**src/rtl/decode_hazard_ctrl_pkg.sv**
```systemverilog
// Shared definitions for the decode-stage interlock controller: opcode and
// ALU_op encodings, controller state encoding, and instruction classifiers.
package decode_hazard_ctrl_pkg;

    localparam logic [4:0] OP_RTYPE = 5'b00000;
    localparam logic [4:0] OP_LW    = 5'b01000;
    localparam logic [4:0] ALU_MUL  = 5'b00110;
    localparam logic [4:0] ALU_DIV  = 5'b00111;

    typedef enum logic {
        IDLE    = 1'b0,
        MD_BUSY = 1'b1
    } state_t;

    function automatic logic is_lw(input logic [4:0] opcode);
        return opcode == OP_LW;
    endfunction

    function automatic logic is_md(input logic [4:0] opcode, input logic [4:0] alu_op);
        return (opcode == OP_RTYPE) && ((alu_op == ALU_MUL) || (alu_op == ALU_DIV));
    endfunction

endpackage

```
**src/rtl/decode_hazard_ctrl_if.sv**
```systemverilog
// Pipeline-side bundle for the decode hazard controller. The pipeline
// (master) supplies decode/execute fields and the multdiv ready pulse; the
// controller (slave) returns the latch and multdiv sequencing controls.
interface decode_hazard_ctrl_if;
    logic [4:0] dec_opcode;
    logic [4:0] dec_alu_op;
    logic [4:0] dec_readRegA;
    logic [4:0] dec_readRegB;
    logic       dec_valid;
    logic [4:0] ex_opcode;
    logic [4:0] ex_rd;
    logic       ex_valid;
    logic       ex_branch_taken;
    logic       md_ready;
    logic       stall_fd;
    logic       bubble_dx;
    logic       flush_fd;
    logic       md_start;
    logic       md_busy;
    logic       md_timeout;

    modport master (
        output dec_opcode, dec_alu_op, dec_readRegA, dec_readRegB, dec_valid,
        output ex_opcode, ex_rd, ex_valid, ex_branch_taken, md_ready,
        input  stall_fd, bubble_dx, flush_fd, md_start, md_busy, md_timeout
    );

    modport slave (
        input  dec_opcode, dec_alu_op, dec_readRegA, dec_readRegB, dec_valid,
        input  ex_opcode, ex_rd, ex_valid, ex_branch_taken, md_ready,
        output stall_fd, bubble_dx, flush_fd, md_start, md_busy, md_timeout
    );
endinterface

```
**src/rtl/decode_hazard_ctrl_hazard_detect.sv**
```systemverilog
// Load-use hazard detector: a lw in execute whose destination is read by the
// instruction in decode. Register 0 is hardwired and never creates a hazard.
module decode_hazard_ctrl_hazard_detect
    import decode_hazard_ctrl_pkg::*;
(
    input  logic [4:0] ex_opcode,
    input  logic [4:0] ex_rd,
    input  logic       ex_valid,
    input  logic [4:0] dec_readRegA,
    input  logic [4:0] dec_readRegB,
    input  logic       dec_valid,
    output logic       load_use
);

    // Hazard when a real lw writes a nonzero register that decode reads.
    always_comb begin
        load_use = ex_valid && is_lw(ex_opcode) && (ex_rd != 5'd0) && dec_valid &&
                   ((ex_rd == dec_readRegA) || (ex_rd == dec_readRegB));
    end

endmodule

```
**src/rtl/decode_hazard_ctrl.sv**
```systemverilog
// Decode-stage interlock controller. Produces stall/bubble/flush controls for
// the F/D and D/X latches and sequences the multi-cycle multdiv unit with a
// watchdog. Outputs are combinational from state and inputs so a stall can
// take effect in the same cycle the hazard is seen.
// Optional stall-cycle performance counter: define HAZARD_PERF_CNT_EN.
module decode_hazard_ctrl
    import decode_hazard_ctrl_pkg::*;
#(
    parameter int MD_TIMEOUT = 40,
    parameter int CNT_W      = 6
) (
    input  logic        clock,
    input  logic        reset,
`ifdef HAZARD_PERF_CNT_EN
    input  logic        perf_clear,
    output logic [31:0] stall_cycles,
`endif
    decode_hazard_ctrl_if.slave bus
);

    localparam logic [CNT_W-1:0] CNT_LAST = CNT_W'(MD_TIMEOUT - 1);

    state_t           state_reg, state_next;
    logic [CNT_W-1:0] cnt_reg, cnt_next;
    logic             load_use;
    logic             busy_hold;
    logic             timeout_hit;
    logic             md_go;
    logic             stall_fd, bubble_dx, flush_fd, md_start, md_busy, md_timeout;

    decode_hazard_ctrl_hazard_detect u_hazard_detect (
        .ex_opcode    (bus.ex_opcode),
        .ex_rd        (bus.ex_rd),
        .ex_valid     (bus.ex_valid),
        .dec_readRegA (bus.dec_readRegA),
        .dec_readRegB (bus.dec_readRegB),
        .dec_valid    (bus.dec_valid),
        .load_use     (load_use)
    );

    // Classify the cycle. md_ready releases MD_BUSY in the same cycle, so that
    // cycle is handled with IDLE priorities (allows back-to-back multdiv).
    always_comb begin
        busy_hold   = (state_reg == MD_BUSY) && !bus.md_ready;
        timeout_hit = busy_hold && (cnt_reg == CNT_LAST);
        md_go       = !busy_hold && !bus.ex_branch_taken && !load_use &&
                      bus.dec_valid && is_md(bus.dec_opcode, bus.dec_alu_op);
    end

    // Mealy control outputs; branch squash outranks load-use outranks multdiv launch.
    always_comb begin
        stall_fd   = 1'b0;
        bubble_dx  = 1'b0;
        flush_fd   = 1'b0;
        md_start   = 1'b0;
        md_busy    = 1'b0;
        md_timeout = 1'b0;
        if (busy_hold) begin
            stall_fd   = 1'b1;
            bubble_dx  = 1'b1;
            md_busy    = 1'b1;
            // A reset arriving on the watchdog cycle abandons silently.
            md_timeout = timeout_hit && !reset;
        end else if (bus.ex_branch_taken) begin
            flush_fd  = 1'b1;
            bubble_dx = 1'b1;
        end else if (load_use) begin
            stall_fd  = 1'b1;
            bubble_dx = 1'b1;
        end else if (md_go) begin
            md_start = 1'b1;
        end
    end

    // Next state and multdiv cycle counter.
    always_comb begin
        state_next = state_reg;
        cnt_next   = cnt_reg;
        if (md_go) begin
            state_next = MD_BUSY;
            cnt_next   = '0;
        end else if (busy_hold) begin
            if (timeout_hit) begin
                state_next = IDLE;
                cnt_next   = '0;
            end else begin
                cnt_next = cnt_reg + CNT_W'(1);
            end
        end else begin
            state_next = IDLE;
            cnt_next   = '0;
        end
    end

    // State and counter registers.
    always_ff @(posedge clock) begin
        if (reset) begin
            state_reg <= IDLE;
            cnt_reg   <= '0;
        end else begin
            state_reg <= state_next;
            cnt_reg   <= cnt_next;
        end
    end

    assign bus.stall_fd   = stall_fd;
    assign bus.bubble_dx  = bubble_dx;
    assign bus.flush_fd   = flush_fd;
    assign bus.md_start   = md_start;
    assign bus.md_busy    = md_busy;
    assign bus.md_timeout = md_timeout;

`ifdef HAZARD_PERF_CNT_EN
    logic [31:0] stall_cycles_reg;

    // Saturating count of cycles the front end is held; clear wins over count.
    always_ff @(posedge clock) begin
        if (reset || perf_clear) begin
            stall_cycles_reg <= '0;
        end else if (stall_fd && (stall_cycles_reg != 32'hFFFF_FFFF)) begin
            stall_cycles_reg <= stall_cycles_reg + 32'd1;
        end
    end

    assign stall_cycles = stall_cycles_reg;
`endif

endmodule

```
**src/flat_wrapper.sv**
```systemverilog
// flat-port wrapper written by rule: the top's interface ports become plain ports
module decode_hazard_ctrl_flat import decode_hazard_ctrl_pkg::*;
#(
    parameter int MD_TIMEOUT = 40,
    parameter int CNT_W      = 6
)
  (clock, reset, bus_dec_opcode, bus_dec_alu_op, bus_dec_readRegA, bus_dec_readRegB, bus_dec_valid, bus_ex_opcode, bus_ex_rd, bus_ex_valid, bus_ex_branch_taken, bus_md_ready, bus_stall_fd, bus_bubble_dx, bus_flush_fd, bus_md_start, bus_md_busy, bus_md_timeout);
  decode_hazard_ctrl_if bus_i ();
  input  logic clock;
  input  logic reset;
  input wire logic [$bits(bus_i.dec_opcode)-1:0] bus_dec_opcode;
  input wire logic [$bits(bus_i.dec_alu_op)-1:0] bus_dec_alu_op;
  input wire logic [$bits(bus_i.dec_readRegA)-1:0] bus_dec_readRegA;
  input wire logic [$bits(bus_i.dec_readRegB)-1:0] bus_dec_readRegB;
  input wire logic [$bits(bus_i.dec_valid)-1:0] bus_dec_valid;
  input wire logic [$bits(bus_i.ex_opcode)-1:0] bus_ex_opcode;
  input wire logic [$bits(bus_i.ex_rd)-1:0] bus_ex_rd;
  input wire logic [$bits(bus_i.ex_valid)-1:0] bus_ex_valid;
  input wire logic [$bits(bus_i.ex_branch_taken)-1:0] bus_ex_branch_taken;
  input wire logic [$bits(bus_i.md_ready)-1:0] bus_md_ready;
  output wire logic [$bits(bus_i.stall_fd)-1:0] bus_stall_fd;
  output wire logic [$bits(bus_i.bubble_dx)-1:0] bus_bubble_dx;
  output wire logic [$bits(bus_i.flush_fd)-1:0] bus_flush_fd;
  output wire logic [$bits(bus_i.md_start)-1:0] bus_md_start;
  output wire logic [$bits(bus_i.md_busy)-1:0] bus_md_busy;
  output wire logic [$bits(bus_i.md_timeout)-1:0] bus_md_timeout;
  assign bus_i.dec_opcode = bus_dec_opcode;
  assign bus_i.dec_alu_op = bus_dec_alu_op;
  assign bus_i.dec_readRegA = bus_dec_readRegA;
  assign bus_i.dec_readRegB = bus_dec_readRegB;
  assign bus_i.dec_valid = bus_dec_valid;
  assign bus_i.ex_opcode = bus_ex_opcode;
  assign bus_i.ex_rd = bus_ex_rd;
  assign bus_i.ex_valid = bus_ex_valid;
  assign bus_i.ex_branch_taken = bus_ex_branch_taken;
  assign bus_i.md_ready = bus_md_ready;
  assign bus_stall_fd = bus_i.stall_fd;
  assign bus_bubble_dx = bus_i.bubble_dx;
  assign bus_flush_fd = bus_i.flush_fd;
  assign bus_md_start = bus_i.md_start;
  assign bus_md_busy = bus_i.md_busy;
  assign bus_md_timeout = bus_i.md_timeout;
  decode_hazard_ctrl #(.MD_TIMEOUT(MD_TIMEOUT), .CNT_W(CNT_W)) u_core (.clock(clock), .reset(reset), .bus(bus_i));
endmodule
```
**config.mk**
```make
export PLATFORM = sky130hd
export DESIGN_NAME = decode_hazard_ctrl_flat
export DESIGN_NICKNAME = d
export VERILOG_FILES = /design/src/rtl/decode_hazard_ctrl_pkg.sv /design/src/rtl/decode_hazard_ctrl_if.sv /design/src/rtl/decode_hazard_ctrl_hazard_detect.sv /design/src/rtl/decode_hazard_ctrl.sv /design/src/flat_wrapper.sv
export SDC_FILE = /design/constraint.sdc
export NUM_CORES = 1
export LEC_CHECK = 0
export ABC_AREA = 0
export CORE_UTILIZATION = 33
export CTS_BUF_LIST = sky130_fd_sc_hd__clkbuf_4 sky130_fd_sc_hd__clkbuf_8
export CTS_CLUSTER_DIAMETER = 200
export CTS_CLUSTER_SIZE = 20
export DETAILED_ROUTE_END_ITERATION = 10
export PLACE_DENSITY = 0.81
export SYNTH_ARGS = -nofsm -noshare
export SYNTH_HDL_FRONTEND = slang
export SYNTH_HIERARCHICAL = 1
export SYNTH_SLANG_ARGS = --single-unit
export TNS_END_PERCENT = 10
```
**constraint.sdc**
```tcl
create_clock -name clock -period 2 [get_ports clock]
set_input_delay 0.5 -clock clock [delete_from_list [all_inputs] [get_ports clock]]
set_output_delay 0.5 -clock clock [all_outputs]
set_load 0.005 [all_outputs]
```
==> impl_metrics.tcl <==
set metrics [dict create \
    syn_nets 97 \
    wl_per_cell_um 12.4 \
    worstSkewPairLatency_ns 0.25 \
    power_frac_clock 0.366 \
    drv_cap 0 \
    drt_first_pass_iters 4 \
    reg2regPathDepth 4 \
    core_mm2 0.00137 \
    combPwrFrac 0.280 \
    top_usage_layer "met2" \
    grt_use_met2 0.369 \
    period_needed_ns 2.29 \
    antenna_left 0 \
    gr-usage-all-layers 0.201 \
    largest_reg_flops 6 \
    seq_area_um2 140 \
    syn-cell-area_um2 514 \
    fillCellCount 107 \
    fmax_mhz 437 \
    cp.depth 9 \
    overflow 0 \
    diodes 0 \
    cts_tree "built" \
    p_int_uw 304 \
    area_growth_pct 101 \
    final_layout_size_suffix_gt1_frac 0.381 \
    synth_most_common_cell "xor2_1" \
    status "finished, violations left" \
    switchingPower_uw 90.8 \
    grt_max_degree 6 \
    routed_wl_um 1590 \
    synth_flop_cell "dfxtp_1" \
    synth_edf_count 0 \
    path_clk_slew_ns 0.06 \
    num_vias 620 \
    ys_seq_area_frac 0.273 \
    setup_viol_count_final 3 \
    avgSynthCellArea_um2 8.57 \
    worst_setup_path_end_kind "primary output" \
    dieWidth_um 41.5 \
    period_share 1.14 \
    pre_cts_slack_ns -1.06 \
    initial_core_util 0.376 \
    antenna_found_initial 0 \
    portBuffers 40 \
    worstPathMaxFanout 3 \
    num_rows 13 \
    cts_made_buffers 3 \
    path_delay_family "compound AO/OA/AOI/OAI gates" \
    fin_skew_ns 0.00750 \
    vias_per_cell 4.84 \
    grt_pass1_wl_um 2640 \
    critPathMaxStageDelay_ns 0.31 \
    dp_hpwl_um 1390 \
    p_sw_frac 0.230 \
    fin_ws_ns -0.287 \
    async_reset_ff_frac 0 \
    dieArea_mm2 0.00172 \
    finalMaxSlewViolations 0 \
    grtUsageMet3 0.0739 \
    cp_num_buf_inv 4 \
    yosys_warnings 6 \
    gp_congestion 0.856 \
    fp.dieH_um 41.5 \
    drc 0 \
    grt_pass1_vias 648 \
    tightest_slew_ns 0.337 \
    hold_class "reg -> reg" \
    cp_cell_sequence "buf_8 > xor2_2 > nor3_2 > nand3_1 > a221oi_2 > buf_4 > inv_2 > o21ai_2 > buf_2" \
    synth_top_cell_area_share 0.273 \
    drtIter0Drc 8 \
    yosys.area.top_type "dfxtp_1" \
    cts_num_sinks 7 \
    ys_top_cells_by_area "dfxtp_1 27%, xor2_1 14%, xnor2_1 8.5%, nor2_1 5.1%, nor3_1 4.9%" \
    tns_ns -0.683 \
    p_leak_uw 0.000427 \
    grt_setup_unrepaired "true" \
    path_class "in -> out" \
    cts_buffer_depth 2 \
    htree_levels 1 \
    synth_common_cells "8 x xor2_1, 7 x dfxtp_1, 7 x nor2_1" \
    crit_slowest_cell "a221oi_2" \
    required_ns 1.50 \
    relSlewSlack 0.775 \
    violations "setup timing" \
    met1_usage 0.217 \
    cts_root_buffer "clkbuf_4" \
    synth-seq-cells 7 \
    multi_input_area_um2 404 \
    ir_drop_uv 349 \
    rrSetupSlack_ns 0.66 \
    crit_arrival_ns 1.79 \
    synth_cell_types 23 \
    nets 151 \
    finalHoldViolCount 0 \
    critPathLaunchType "primary input" \
    syn_inst 60 \
    min_path_cells 2 \
    p_per_area_mw_per_mm2 382 \
    pin_count 42 \
    pwr-share-seq 0.354 \
]
## cell usage in the layout (no fill, tap or decap), types with 2 or more instances in the layout
cell type,synthesis,routed
clkdlybuf4s50_1,0,15
buf_4,0,9
buf_2,0,8
dlygate4sd2_1,0,7
nor2_1,7,7
xor2_1,8,7
dfxtp_1,7,7
xnor2_1,5,5
clkbuf_4,0,4
buf_6,0,4
clkdlybuf4s15_1,0,4
nor3_2,0,4
nand3_1,4,4
inv_1,4,3
nand2_1,2,2
nand4b_1,2,2
## power groups by stage
stage / clock network [uW] / registers [uW] / logic (uW)
6_report: 144 / 140 / 110
3_5_place_dp: 0 / 143 / 114
5_1_grt: 158 / 139 / 119
4_1_cts: 148 / 140 / 105
2_1_floorplan: 0 / 143 / 26.1
3_3_place_gp: 0 / 143 / 112
## cell type report
cell class / count / area share
clock buffer: 4 / 0.0291
inverter: 4 / 0.0145
multi-input combinational: 49 / 0.392
sequential: 7 / 0.136
tap: 15 / 0.0182
timing repair buffer: 49 / 0.411
## kinds of logic after synthesis
| family | share of synthesized area |
|---|---|
| adder cells (fa/ha/maj) | 0.0243 |
| XOR/XNOR | 0.221 |
| AO/OA/AOI/OAI | 0.122 |
| buffers and inverters | 0.0292 |
| AND/OR/NAND/NOR | 0.331 |
| flip-flops | 0.272 |
## worst reg2reg max path, cell delays in order, from the launching register on
cell and delay [ns]:
dfxtp_1 0.34, ha_1 0.21, nand4b_1 0.17, o211ai_2 0.34
o41ai_2 0.14
## timing repair
action	in CTS	in global routing
pin swaps	21	9
setup buffers	1	0
resized for setup	77	10
endpoints found under the setup margin	7	6
hold buffers	0	0
endpoints found under the hold margin	0	0
## through the flow
stage | total power [uW] | utilization | instance area [um2] | cells | hold slack [ns]
final | 394 | 0.755 | 1030 | 128 | 0.513
after global routing | 416 | 0.755 | 1030 | 128 | 0.553
after CTS | 392 | 0.732 | 1000 | 128 | 0.514
after detailed placement | 257 | 0.727 | 993 | 123 | 0.507
after global placement | 255 | 0.727 | 993 | 123 | 0.493
after floorplan | 169 | - | 514 | 60 | 0.429
## final timing paths
| kind | from | end |
|---|---|---|
| worst max register to register | u_core/cnt_reg[1] | u_core/state_reg |
| worst min register to register | u_core/cnt_reg[5] | u_core/cnt_reg[5] |
| worst max-delay path | bus_ex_rd[3] | bus_stall_fd |
| worst min-delay path | u_core/cnt_reg[5] | u_core/cnt_reg[5] |
## per-layer routing
layer | up-vias | wire length, um
li1 | 317 | -
met1 | 274 | 592
met2 | 25 | 873
met3 | 4 | 91
met4 | 0 | 31
met5 | - | 0
Power figures use the tool's default switching activity.
